`config.mk`:
```
export PLATFORM = sky130hd
export DESIGN_NAME = muldiv_unit_flat
export DESIGN_NICKNAME = d
export VERILOG_FILES = /design/src/rtl/muldiv_unit_if.sv /design/src/rtl/muldiv_unit.sv /design/src/flat_wrapper.sv
export SDC_FILE = /design/constraint.sdc
export NUM_CORES = 1
export LEC_CHECK = 0
export ABC_AREA = 1
export BUFFER_PORTS_ARGS = -buffer_cell sky130_fd_sc_hd__buf_2
export CAP_MARGIN = 25
export CORE_ASPECT_RATIO = 0.6
export CORE_MARGIN = 2
export CORE_UTILIZATION = 45
export DETAILED_ROUTE_END_ITERATION = 8
export GPL_ROUTABILITY_DRIVEN = 0
export RECOVER_POWER = 25
export SYNTH_ARGS = -nofsm -noshare
export SYNTH_HDL_FRONTEND = slang
export SYNTH_SLANG_ARGS = --single-unit
```
`constraint.sdc`:
```
create_clock -name clk -period 2.7 [get_ports clk]
set_input_delay 0.54 -clock clk [delete_from_list [all_inputs] [get_ports clk]]
set_output_delay 0.54 -clock clk [all_outputs]
set_load 0.02 [all_outputs]
```
`src/rtl/muldiv_unit_if.sv`:
```
// Handshake/operand bundle between the execute stage and the M-extension unit.
interface muldiv_unit_if #(
    parameter int XLEN = 32
) ();
    logic            start;
    logic            flush;
    logic [2:0]      func3;
    logic [XLEN-1:0] a;
    logic [XLEN-1:0] b;
    logic            busy;
    logic            done;
    logic [XLEN-1:0] result;

    modport master (
        output start, flush, func3, a, b,
        input  busy, done, result
    );

    modport slave (
        input  start, flush, func3, a, b,
        output busy, done, result
    );
endinterface

```
`src/rtl/muldiv_unit.sv`:
```
// Iterative RV32M/RV64M multiply/divide unit: radix-2 shift-add multiply,
// restoring divide, one bit per RUN cycle, signs fixed up in a FIX cycle.
module muldiv_unit #(
    parameter int XLEN = 32
) (
    input  logic         clk,
    input  logic         rst_n,
    muldiv_unit_if.slave bus
);
    localparam int CW = $clog2(XLEN);
    localparam logic [XLEN-1:0] SMIN = {1'b1, {(XLEN-1){1'b0}}};

    typedef enum logic [1:0] {S_IDLE, S_RUN, S_FIX, S_DONE} state_t;

    state_t          r_state;
    state_t          w_next;
    logic [CW-1:0]   r_cnt;
    logic [2:0]      r_func3;
    logic            r_neg_a;
    logic            r_neg_b;
    logic            r_special;
    logic [XLEN-1:0] r_spec_val;
    logic [2*XLEN-1:0] r_prod;
    logic [XLEN-1:0] r_mcand;
    logic [XLEN-1:0] r_rem;
    logic [XLEN-1:0] r_quo;
    logic [XLEN-1:0] r_div;
    logic [XLEN-1:0] r_result;
    logic            r_busy;
    logic            r_done;

    logic            w_accept;
    logic            w_a_signed;
    logic            w_b_signed;
    logic            w_neg_a;
    logic            w_neg_b;
    logic [XLEN-1:0] w_mag_a;
    logic [XLEN-1:0] w_mag_b;
    logic            w_div0;
    logic            w_ovf;
    logic            w_special;
    logic [XLEN-1:0] w_spec_val;
    logic [XLEN:0]   w_sum;
    logic [XLEN:0]   w_shift;
    logic            w_ge;
    logic [XLEN-1:0] w_sub;
    logic [2*XLEN-1:0] w_prod_s;
    logic [XLEN-1:0] w_quo_s;
    logic [XLEN-1:0] w_rem_s;
    logic [XLEN-1:0] w_fix_val;

    assign w_accept = (r_state == S_IDLE) && bus.start && !bus.flush;

    // Operand decode on accept: sign flags, magnitudes and special-case results.
    always_comb begin
        w_a_signed = (bus.func3 == 3'b001) || (bus.func3 == 3'b010) ||
                     (bus.func3 == 3'b100) || (bus.func3 == 3'b110);
        w_b_signed = (bus.func3 == 3'b001) || (bus.func3 == 3'b100) ||
                     (bus.func3 == 3'b110);
        w_neg_a    = w_a_signed && bus.a[XLEN-1];
        w_neg_b    = w_b_signed && bus.b[XLEN-1];
        w_mag_a    = w_neg_a ? -bus.a : bus.a;
        w_mag_b    = w_neg_b ? -bus.b : bus.b;
        w_div0     = bus.func3[2] && (bus.b == '0);
        w_ovf      = bus.func3[2] && !bus.func3[0] && (bus.a == SMIN) && (bus.b == '1);
        w_special  = w_div0 || w_ovf;
        w_spec_val = '0;
        if (w_div0)
            w_spec_val = bus.func3[1] ? bus.a : '1;
        else if (w_ovf)
            w_spec_val = bus.func3[1] ? '0 : bus.a;
    end

    // One iteration step of the shift-add multiplier and restoring divider.
    always_comb begin
        w_sum   = {1'b0, r_prod[2*XLEN-1:XLEN]} + (r_prod[0] ? {1'b0, r_mcand} : '0);
        w_shift = {r_rem, r_quo[XLEN-1]};
        w_ge    = (w_shift >= {1'b0, r_div});
        w_sub   = w_shift[XLEN-1:0] - r_div;
    end

    // Sign correction and result selection used in the FIX cycle.
    always_comb begin
        w_prod_s  = (r_neg_a ^ r_neg_b) ? -r_prod : r_prod;
        w_quo_s   = (r_neg_a ^ r_neg_b) ? -r_quo : r_quo;
        w_rem_s   = r_neg_a ? -r_rem : r_rem;
        w_fix_val = '0;
        if (r_special)
            w_fix_val = r_spec_val;
        else if (r_func3 == 3'b000)
            w_fix_val = w_prod_s[XLEN-1:0];
        else if (!r_func3[2])
            w_fix_val = w_prod_s[2*XLEN-1:XLEN];
        else if (!r_func3[1])
            w_fix_val = w_quo_s;
        else
            w_fix_val = w_rem_s;
    end

    // Next-state logic; flush overrides every transition out of a busy state.
    always_comb begin
        w_next = r_state;
        case (r_state)
            S_IDLE: if (w_accept) w_next = w_special ? S_FIX : S_RUN;
            S_RUN:  if (r_cnt == CW'(XLEN - 1)) w_next = S_FIX;
            S_FIX:  w_next = S_DONE;
            S_DONE: w_next = S_IDLE;
            default: w_next = S_IDLE;
        endcase
        if (bus.flush && (r_state != S_IDLE))
            w_next = S_IDLE;
    end

    // State register with registered busy/done decoded from the next state.
    always_ff @(posedge clk) begin
        if (!rst_n) begin
            r_state <= S_IDLE;
            r_busy  <= 1'b0;
            r_done  <= 1'b0;
        end else begin
            r_state <= w_next;
            r_busy  <= (w_next != S_IDLE);
            r_done  <= (w_next == S_DONE);
        end
    end

    // Datapath: load on accept, iterate in RUN, capture result leaving FIX.
    always_ff @(posedge clk) begin
        if (!rst_n) begin
            r_cnt      <= '0;
            r_func3    <= '0;
            r_neg_a    <= 1'b0;
            r_neg_b    <= 1'b0;
            r_special  <= 1'b0;
            r_spec_val <= '0;
            r_prod     <= '0;
            r_mcand    <= '0;
            r_rem      <= '0;
            r_quo      <= '0;
            r_div      <= '0;
            r_result   <= '0;
        end else begin
            if (w_accept) begin
                r_cnt      <= '0;
                r_func3    <= bus.func3;
                r_neg_a    <= w_neg_a;
                r_neg_b    <= w_neg_b;
                r_special  <= w_special;
                r_spec_val <= w_spec_val;
                r_prod     <= {{XLEN{1'b0}}, w_mag_b};
                r_mcand    <= w_mag_a;
                r_quo      <= w_mag_a;
                r_rem      <= '0;
                r_div      <= w_mag_b;
            end else if (r_state == S_RUN) begin
                r_cnt  <= r_cnt + 1'b1;
                r_prod <= {w_sum, r_prod[XLEN-1:1]};
                r_quo  <= {r_quo[XLEN-2:0], w_ge};
                r_rem  <= w_ge ? w_sub : w_shift[XLEN-1:0];
            end
            if ((r_state == S_FIX) && !bus.flush)
                r_result <= w_fix_val;
        end
    end

    assign bus.busy   = r_busy;
    assign bus.done   = r_done;
    assign bus.result = r_result;
endmodule
```
`src/flat_wrapper.sv`:
```
// flat-port wrapper written by rule: the top's interface ports become plain ports
module muldiv_unit_flat 
#(
    parameter int XLEN = 32
)
  (clk, rst_n, bus_start, bus_flush, bus_func3, bus_a, bus_b, bus_busy, bus_done, bus_result);
  muldiv_unit_if #(.XLEN(XLEN)) bus_i ();
  input  logic clk;
  input  logic rst_n;
  input wire logic [$bits(bus_i.start)-1:0] bus_start;
  input wire logic [$bits(bus_i.flush)-1:0] bus_flush;
  input wire logic [$bits(bus_i.func3)-1:0] bus_func3;
  input wire logic [$bits(bus_i.a)-1:0] bus_a;
  input wire logic [$bits(bus_i.b)-1:0] bus_b;
  output wire logic [$bits(bus_i.busy)-1:0] bus_busy;
  output wire logic [$bits(bus_i.done)-1:0] bus_done;
  output wire logic [$bits(bus_i.result)-1:0] bus_result;
  assign bus_i.start = bus_start;
  assign bus_i.flush = bus_flush;
  assign bus_i.func3 = bus_func3;
  assign bus_i.a = bus_a;
  assign bus_i.b = bus_b;
  assign bus_busy = bus_i.busy;
  assign bus_done = bus_i.done;
  assign bus_result = bus_i.result;
  muldiv_unit #(.XLEN(XLEN)) u_core (.clk(clk), .rst_n(rst_n), .bus(bus_i));
endmodule
```
==> impl_metrics.yaml, run 1 <==
status:
  result_of_the_run: "finished with violations"
  failed_checks: "design-rule violations, negative setup slack"
timing:
  final.min_clock_period_ns: 2.70
  timing.final.hold_violations: 0
  final.period_utilization_pct: 100
  post-route-worst-setup-slack_ns: -0.00428
  final_slew_violations: 0
  rsz_0062_raised_after_global_routing: "true"
  finalClockSkew_ns: 0.0493
  timing.final.setup_violations: 1
  max_freq_mhz: 370
  tightest_slew_ns: 1.06
  fin_tns_setup_ns: -0.00428
  max_transition_margin_pct: 28.3
logic_synthesis:
  synth_top_cells_by_area: "sky130_fd_sc_hd__dfxtp_1 25%, sky130_fd_sc_hd__nand2_1 14%, sky130_fd_sc_hd__nand3_1 8.4%"
  synth-edff-count: 0
  synth_cells: 3564
  syn-num-nets: 3709
  avgSynthCellArea_um2: 6.04
  ys_async_sr_fraction_pct: 0
  synth_top_cell_area_share_pct: 25.2
  synth_cell_types: 56
  synthesis.area_um2: 21500
  seq_area_frac_synth_pct: 25.2
  synth_seq_cells: 271
  yosys_warnings: 0
  synth_top_cell_by_area: "sky130_fd_sc_hd__dfxtp_1"
  ys_dominant_reg_cell: "sky130_fd_sc_hd__dfxtp_1"
setup_path:
  worst_setup_path_end_kind: "flip-flop"
  cp.buffers_inverters: 0
  arrival_worst_endpoint_ns: 3.26
  setup.worst_path.start_class: "flip-flop"
  worst_path_most_repeated_cell: "sky130_fd_sc_hd__nand2_1"
  cp_top_family: "simple AND/OR/NAND/NOR gates"
  cp_slowest_cell: "sky130_fd_sc_hd__dfxtp_1"
  setup.worst_path.class: "reg2reg"
  required_ns: 3.26
  timing.critical_path.slowest_cell_delay_ns: 0.45
  critical_path_cell_sequence: "nor2_1 > nand3_1 > nor2_2 > nand2_1 > nor2_1 > nand2_1 > nand2_1 > nand2_1 > nand2_1 > nand2_1 > nand2_1 > nand2_1 > nand2_1 > nand2_1 > a21oi_1"
  highest_fanout_seen_on_the_critical_path: 5
cts:
  clk_root_buffer_cell: "sky130_fd_sc_hd__clkbuf_16"
  clock_tree_from_tritoncts: "done"
  cts_hold_buffers_added: 0
  clkSlewWorstSetupHoldPaths_ns: 0.08
  insertion_delay_ns: 0.65
  total_cts_buffers: 30
  htreeDepth: 1
  clock_tree.buffer_depth: 3
  clkSinkCount: 271
layout:
  nets: 3786
  drive_above_1_share_pct: 10.4
  stdcell_count: 4306
  areaGrowthSynthToFinish_pct: 13.1
placement:
  dp_hpwl_mm: 72.7
  placedCellCount: 4245
  place.port_buffers: 104
route:
  routed_wl_mm: 93.1
  dr_total_vias: 26000
  detail_route.iter0.violations: 4136
  routedWlPerCell_um: 21.6
  avgViaCountPerCell: 6.04
  drt_pass_1_iters: 9
  detail-route-antenna-nets: 0
  residual_drc_count: 23
floorplanning:
  io_pins: 105
  num_rows: 62
  floorplan.core_area_um2: 47600
  floorplan.die_area_um2: 49600
  die_x_um: 286
  initial_core_utilization_pct: 45.3
  die_y_um: 173
power:
  fin_total_pwr_mw: 26.6
  worst_ir_drop_vdd_uv: 802
  p_leak_nw: 11.4
  cellPowerDensity_nw_per_um2: 1090
global_route:
  grt_pass1_vias: 22400
  grt_first_pass_wirelength_mm: 138
  global_route.usage.total_pct: 35.9
  grt_max_degree: 159
  grt_antenna_before_repair: 3
  grt.overflow.total: 0
min_path:
  hold_class: "in2reg"
run:
  cap_violations: 0
## cells in the final DEF (no fill, tap or decap), types with 23 or more instances in the layout
cell type,synthesis,layout
sky130_fd_sc_hd__o22ai_1,36,36
sky130_fd_sc_hd__a21oi_2,13,23
sky130_fd_sc_hd__dfxtp_1,271,270
sky130_fd_sc_hd__o211ai_1,27,27
sky130_fd_sc_hd__o21ai_0,278,275
sky130_fd_sc_hd__buf_2,44,70
sky130_fd_sc_hd__a221oi_1,26,25
sky130_fd_sc_hd__inv_1,384,379
sky130_fd_sc_hd__buf_4,6,88
sky130_fd_sc_hd__a21oi_1,307,296
sky130_fd_sc_hd__xnor2_1,24,24
sky130_fd_sc_hd__ha_1,72,69
sky130_fd_sc_hd__nand2_1,825,819
sky130_fd_sc_hd__nor2_1,393,386
sky130_fd_sc_hd__xor2_1,50,49
sky130_fd_sc_hd__nand4_1,50,50
sky130_fd_sc_hd__nand3_1,361,355
sky130_fd_sc_hd__clkbuf_1,97,36
sky130_fd_sc_hd__clkbuf_16,0,31
sky130_fd_sc_hd__o21ai_1,45,45
sky130_fd_sc_hd__nor3_1,52,51
## report_power, final
part           internal, mW  switching, mW  leakage [nW]
registers              4.78           1.03          2.21
logic                  4.93           11.2          8.62
clock network          2.59           2.09         0.531
total                  12.3           14.3          11.4
## area by class of cell
class / count / area, um2
flip-flops and latches: 271 / 5430
inverters: 396 / 1490
clock inverters: 21 / 278
fillers: 4948 / 23200
repair buffers: 209 / 1430
clock buffers: 35 / 810
multi-input cells: 2733 / 14100
well taps: 640 / 801
diodes: 1 / 2.50
## kinds of logic after synthesis
kind of cell | Yosys count | share of synthesized area [%]
AO/OA/AOI/OAI | 816 | 21.5
XOR/XNOR | 74 | 3.01
adder cells (fa/ha/maj) | 74 | 4.37
buffers and inverters | 560 | 10.4
flip-flops | 271 | 25.2
AND/OR/NAND/NOR | 1769 | 35.5
## worst min-delay path: cells and delay by family
kind | cells | cell delay (ns)
compound gates | 2 | 0.19
buf+inv | 1 | 0.12
## registers in the layout (all words and copies together), names as in the netlist
name               count
u_core.r_prod         64
u_core.bus.result     32
u_core.r_div          32
u_core.r_mcand        32
u_core.r_quo          32
u_core.r_rem          32
u_core.r_spec_val     32
u_core.r_cnt           5
u_core.r_func3         3
u_core.r_state         2
u_core.bus.busy        1
u_core.bus.done        1
u_core.r_neg_a         1
u_core.r_neg_b         1
u_core.r_special       1
## cells in the mapped netlist, types with 3 or more instances
cell and instances:
sky130_fd_sc_hd__a21o_1 20, sky130_fd_sc_hd__a21oi_1 307, sky130_fd_sc_hd__a21oi_2 13, sky130_fd_sc_hd__a221oi_1 26, sky130_fd_sc_hd__a31oi_1 17, sky130_fd_sc_hd__buf_1 11, sky130_fd_sc_hd__buf_2 44, sky130_fd_sc_hd__buf_4 6
sky130_fd_sc_hd__buf_6 5, sky130_fd_sc_hd__clkbuf_1 97, sky130_fd_sc_hd__dfxtp_1 271, sky130_fd_sc_hd__ha_1 72, sky130_fd_sc_hd__inv_1 384, sky130_fd_sc_hd__inv_2 11, sky130_fd_sc_hd__nand2_1 825, sky130_fd_sc_hd__nand2_2 13
sky130_fd_sc_hd__nand3_1 361, sky130_fd_sc_hd__nand3_2 8, sky130_fd_sc_hd__nand3b_1 13, sky130_fd_sc_hd__nand4_1 50, sky130_fd_sc_hd__nor2_1 393, sky130_fd_sc_hd__nor2_2 13, sky130_fd_sc_hd__nor2_4 8, sky130_fd_sc_hd__nor3_1 52
sky130_fd_sc_hd__nor3_2 4, sky130_fd_sc_hd__nor4_1 12, sky130_fd_sc_hd__o211ai_1 27, sky130_fd_sc_hd__o211ai_2 11, sky130_fd_sc_hd__o21a_1 6, sky130_fd_sc_hd__o21ai_0 278, sky130_fd_sc_hd__o21ai_1 45, sky130_fd_sc_hd__o21ai_2 8
sky130_fd_sc_hd__o21bai_1 11, sky130_fd_sc_hd__o22ai_1 36, sky130_fd_sc_hd__or2_1 3, sky130_fd_sc_hd__or2_2 5, sky130_fd_sc_hd__xnor2_1 24, sky130_fd_sc_hd__xor2_1 50
## timing repair
item | 4_1_cts | 5_1_grt
resized for setup | 3 | 60
buffers inserted | 0 | 2
pin swaps | 0 | 7
endpoints found under the setup margin | 8 | 59
gates cloned | 0 | 1
## stage by stage
| step | hold slack (ns) | utilization, % | cell area (um2) | worst slack (ns) |
|---|---|---|---|---|
| after floorplan | 0.428 | - | 21500 | 0.319 |
| final | 0.252 | 51.2 | 24300 | -0.00428 |
| after global placement | 0.445 | 48.4 | 23000 | -0.0332 |
| after CTS | 0.233 | 50.7 | 24100 | 0.0133 |
| after global routing | 0.262 | 51.2 | 24300 | -0.0756 |
| after detailed placement | 0.452 | 48.4 | 23000 | -0.0770 |
## metal layers
| metal | share of wire (%) | GRT usage (%) | vias to the layer above |
|---|---|---|---|
| met4 | 1.9 | 5.96 | 4 |
| met5 | 0.053 | 0 | - |
| li1 | - | - | 12000 |
| met3 | 17 | 14.7 | 140 |
| met2 | 36 | 44.6 | 1691 |
| met1 | 46 | 56.1 | 12100 |
## path summary, 6_finish.rpt
path | from | to | slack [ns] | depth (start not counted)
worst max-delay path | u_core.r_prod[40] | u_core.bus.result[9] | -0.004 | 15
worst min-delay path | bus_a[24] | u_core.r_spec_val[24] | 0.25 | 3
worst max register to register | u_core.r_prod[40] | u_core.bus.result[9] | -0.004 | 15
worst min register to register | u_core.r_mcand[25] | u_core.r_mcand[25] | 0.46 | 2
(Power assumes the default switching activity.)
==> run 2, diff against run 1 <==
- ABC_AREA: 1 -> not set
- CTS_CLUSTER_SIZE: not set -> 12
==> run 2 against run 1 <==
Against the previous run: the flow finishes with violations (max-capacitance violations, max-slew violations, negative setup slack); sequential cell count stayed put; worst setup slack worse by 0.41 ns; combinational power is 70% lower; core utilization is 13 points higher; total power is 51% lower; largest power group unchanged.
==> impl_metrics.yaml, run 2 <==
layout:
  final_cell_area_um2: 26100
  nets: 3185
  drive_above_1_share_pct: 30.5
  layout_commonest_cell: "sky130_fd_sc_hd__buf_4"
  stdcell_count: 3591
  fill_cells: 3469
  biggest_register: "u_core.r_prod"
  max_reg_flops: 64
  mostFrequentLayoutCells: "473 x sky130_fd_sc_hd__buf_4, 284 x sky130_fd_sc_hd__nand2_1, 250 x sky130_fd_sc_hd__dfxtp_1"
  areaGrowthSynthToFinish_pct: 40.0
setup_path:
  required_ns: 3.21
  critical_path_cell_sequence: "or4_4 > or4_4 > or3_4 > nor4_4 > a21oi_1 > xor2_1 > nor2_1 > o311a_4 > nor3_2"
  highest_fanout_seen_on_the_critical_path: 5
  reg2reg_from: "u_core.r_prod[11]"
  setup.worst_path.start_class: "flip-flop"
  ff2ff_setup_slack_ns: -0.41
  cp.buffers_inverters: 0
  worst_setup_path_end_kind: "flip-flop"
  cp_slowest_cell: "sky130_fd_sc_hd__or4_4"
  arrival_worst_endpoint_ns: 3.62
  cp_top_family: "simple AND/OR/NAND/NOR gates"
  worst_path_most_repeated_cell: "sky130_fd_sc_hd__or4_4"
  setup.worst_path.class: "reg2reg"
  worst_setup_path_startpoint: "u_core.r_prod[11]"
  timing.critical_path.slowest_cell_delay_ns: 0.54
power:
  p_leak_nw: 10.7
  pwr-share-clk_pct: 29.5
  cellPowerDensity_nw_per_um2: 499
  seq_power_share_pct: 33.6
  share_comb_of_total_power_pct: 36.9
  worst_ir_drop_vdd_uv: 419
  intPower_mw: 8.31
  power_switching_mw: 4.69
  power_switching_share_pct: 36.1
cts:
  cts_hold_buffers_added: 0
  insertion_delay_ns: 0.59
  clkSlewWorstSetupHoldPaths_ns: 0.06
  clock_tree_from_tritoncts: "done"
  clkSinkCount: 271
  total_cts_buffers: 29
  clock_tree.buffer_depth: 3
  clk_root_buffer_cell: "sky130_fd_sc_hd__clkbuf_16"
  htreeDepth: 1
timing:
  timing.final.setup_violations: 139
  finalClockSkew_ns: 0.0186
  final.period_utilization_pct: 115
  max_transition_margin_pct: -16.0
  tightest_slew_ns: 1.74
  final_slew_violations: 19
  post-route-worst-setup-slack_ns: -0.411
  timing.final.hold_violations: 0
  rsz_0062_raised_after_global_routing: "true"
  fin_tns_setup_ns: -25.53
  final.min_clock_period_ns: 3.11
  max_freq_mhz: 321
min_path:
  hold_class: "in2reg"
  timing.hold.worst.start: "bus_func3[0]"
global_route:
  grt_most_used_layer: "met1"
  grtUsageMet3_pct: 18.4
  gr-usage-met2_pct: 49.1
  grt.overflow.total: 0
  use_met1_pct: 55.4
  global_route.usage.total_pct: 37.8
  grt_max_degree: 69
  grt_pass1_vias: 20500
  grt_first_pass_wirelength_mm: 125
  grt_antenna_before_repair: 3
logic_synthesis:
  synth_top_cell_by_area: "sky130_fd_sc_hd__dfxtp_1"
  yosys_warnings: 0
  synth_seq_cells: 271
  synth-edff-count: 0
  avgSynthCellArea_um2: 7.31
  synth_top_cell_area_share_pct: 29.1
  ys_async_sr_fraction_pct: 0
  ys_dominant_reg_cell: "sky130_fd_sc_hd__dfxtp_1"
  yosys.cell_count.top_type: "sky130_fd_sc_hd__nand2_1"
  synth_cell_types: 82
  post_synth_most_frequent_cells: "299 x sky130_fd_sc_hd__nand2_1, 271 x sky130_fd_sc_hd__dfxtp_1, 245 x sky130_fd_sc_hd__nor2_1, 245 x sky130_fd_sc_hd__o21ai_0, 240 x sky130_fd_sc_hd__a21oi_1"
  syn-num-nets: 2693
  synth_top_cells_by_area: "sky130_fd_sc_hd__dfxtp_1 29%, sky130_fd_sc_hd__o21ai_0 6.6%, sky130_fd_sc_hd__a21oi_1 6.4%"
  seq_area_frac_synth_pct: 29.1
  synth_cells: 2548
  synthesis.area_um2: 18600
route:
  routed_wl_mm: 84.8
  detail_route.iter0.violations: 2993
  dr_total_vias: 22300
  detail-route-antenna-nets: 0
  residual_drc_count: 0
  routedWlPerCell_um: 23.6
  drt_pass_1_iters: 9
  avgViaCountPerCell: 6.22
status:
  result_of_the_run: "finished with violations"
  failed_checks: "max-capacitance violations, max-slew violations, negative setup slack"
floorplanning:
  floorplan.core_area_um2: 40700
  die_y_um: 162
  initial_core_utilization_pct: 45.8
  floorplan.die_area_um2: 43100
  num_rows: 57
  die_x_um: 267
  io_pins: 105
placement:
  place.port_buffers: 104
  placedCellCount: 3501
  post-place-ws_ns: -0.432
  placedInstanceArea_um2: 23300
  dp_hpwl_mm: 63.0
run:
  cap_violations: 1
-- run 2: cell count changes in the layout (fill, tap and decap cells not counted), sizes merged, moves of 59 or more --
cell	previous run	this run
buf	171	583
nand2	840	299
nor2	414	247
xnor2	24	131
o21ai	333	263
nand3	370	49
a31oi	17	76
a21oi	321	241
inv	400	74
-- run 2: worst reg2reg max path, stage by stage (launching register included) --
cell,delay (ns)
sky130_fd_sc_hd__dfxtp_2,0.32
sky130_fd_sc_hd__or4_4,0.54
sky130_fd_sc_hd__or4_4,0.48
sky130_fd_sc_hd__or3_4,0.37
sky130_fd_sc_hd__nor4_4,0.18
sky130_fd_sc_hd__a21oi_1,0.13
sky130_fd_sc_hd__xor2_1,0.36
sky130_fd_sc_hd__nor2_1,0.12
sky130_fd_sc_hd__o311a_4,0.42
sky130_fd_sc_hd__nor3_2,0.13
-- run 2: kinds of logic after synthesis --
family	after synthesis	synth area share, %
adders and majority gates	74	5.05
buffers and inverters	237	4.83
and+or+nand+nor	905	22.9
DFF	271	29.1
AOI/OAI and AO/OA	807	26.0
xor gates and xnor gates	228	10.7
muxes	26	1.40
-- run 2: area by class of cell --
| type | count | area (um2) | area share (%) |
|---|---|---|---|
| inverters | 74 | 290 | 1.11 |
| well taps | 531 | 664 | 2.55 |
| repair buffers | 624 | 4660 | 17.9 |
| clock buffers | 38 | 800 | 3.07 |
| diodes | 4 | 10.0 | 0.0384 |
| clock inverters | 9 | 53.8 | 0.206 |
| multi-input cells | 2040 | 14100 | 54.2 |
| flip-flops and latches | 271 | 5460 | 20.9 |
-- run 2: through the flow --
stage | utilization (%) | hold WS (ns) | power, mW
floorplan | - | 0.417 | 6.55
detailed placement | 57.3 | 0.439 | 8.35
finish | 64.1 | 0.253 | 13.0
CTS | 62.9 | 0.246 | 12.6
global route | 64.1 | 0.260 | 13.4
global placement | 57.3 | 0.433 | 8.29
-- run 2: metal layers --
metal | vias to the layer above | part of all wire (%) | wire length [um]
li1 | 10100 | - | -
met1 | 10700 | 44 | 37200
met2 | 1378 | 37 | 31500
met3 | 198 | 16 | 13800
met4 | 12 | 2.1 | 1750
met5 | - | 0.52 | 442
-- run 2: final timing paths --
check        cells after the start               endpoint
max reg2reg                      9  u_core.bus.result[10]
min reg2reg                      2  u_core.r_spec_val[23]
min                              3      u_core.r_func3[0]
max                              9  u_core.bus.result[10]
-- run 2: power groups by stage --
stage | Sequential, mW | Combinational [mW] | Clock [mW]
after global placement | 4.42 | 3.87 | 0
after detailed placement | 4.43 | 3.92 | 0
final | 4.37 | 4.79 | 3.84
after floorplan | 4.40 | 2.15 | 0
after global routing | 4.38 | 5.03 | 4.00
after CTS | 4.36 | 4.39 | 3.82
-- run 2: timing repair --
item / CTS / global route
endpoints found under the hold margin: 0 / 0
endpoints found under the setup margin: 78 / 85
buffers inserted: 33 / 18
pin swaps: 126 / 111
gates resized for setup: 234 / 133
gates cloned: 4 / 0
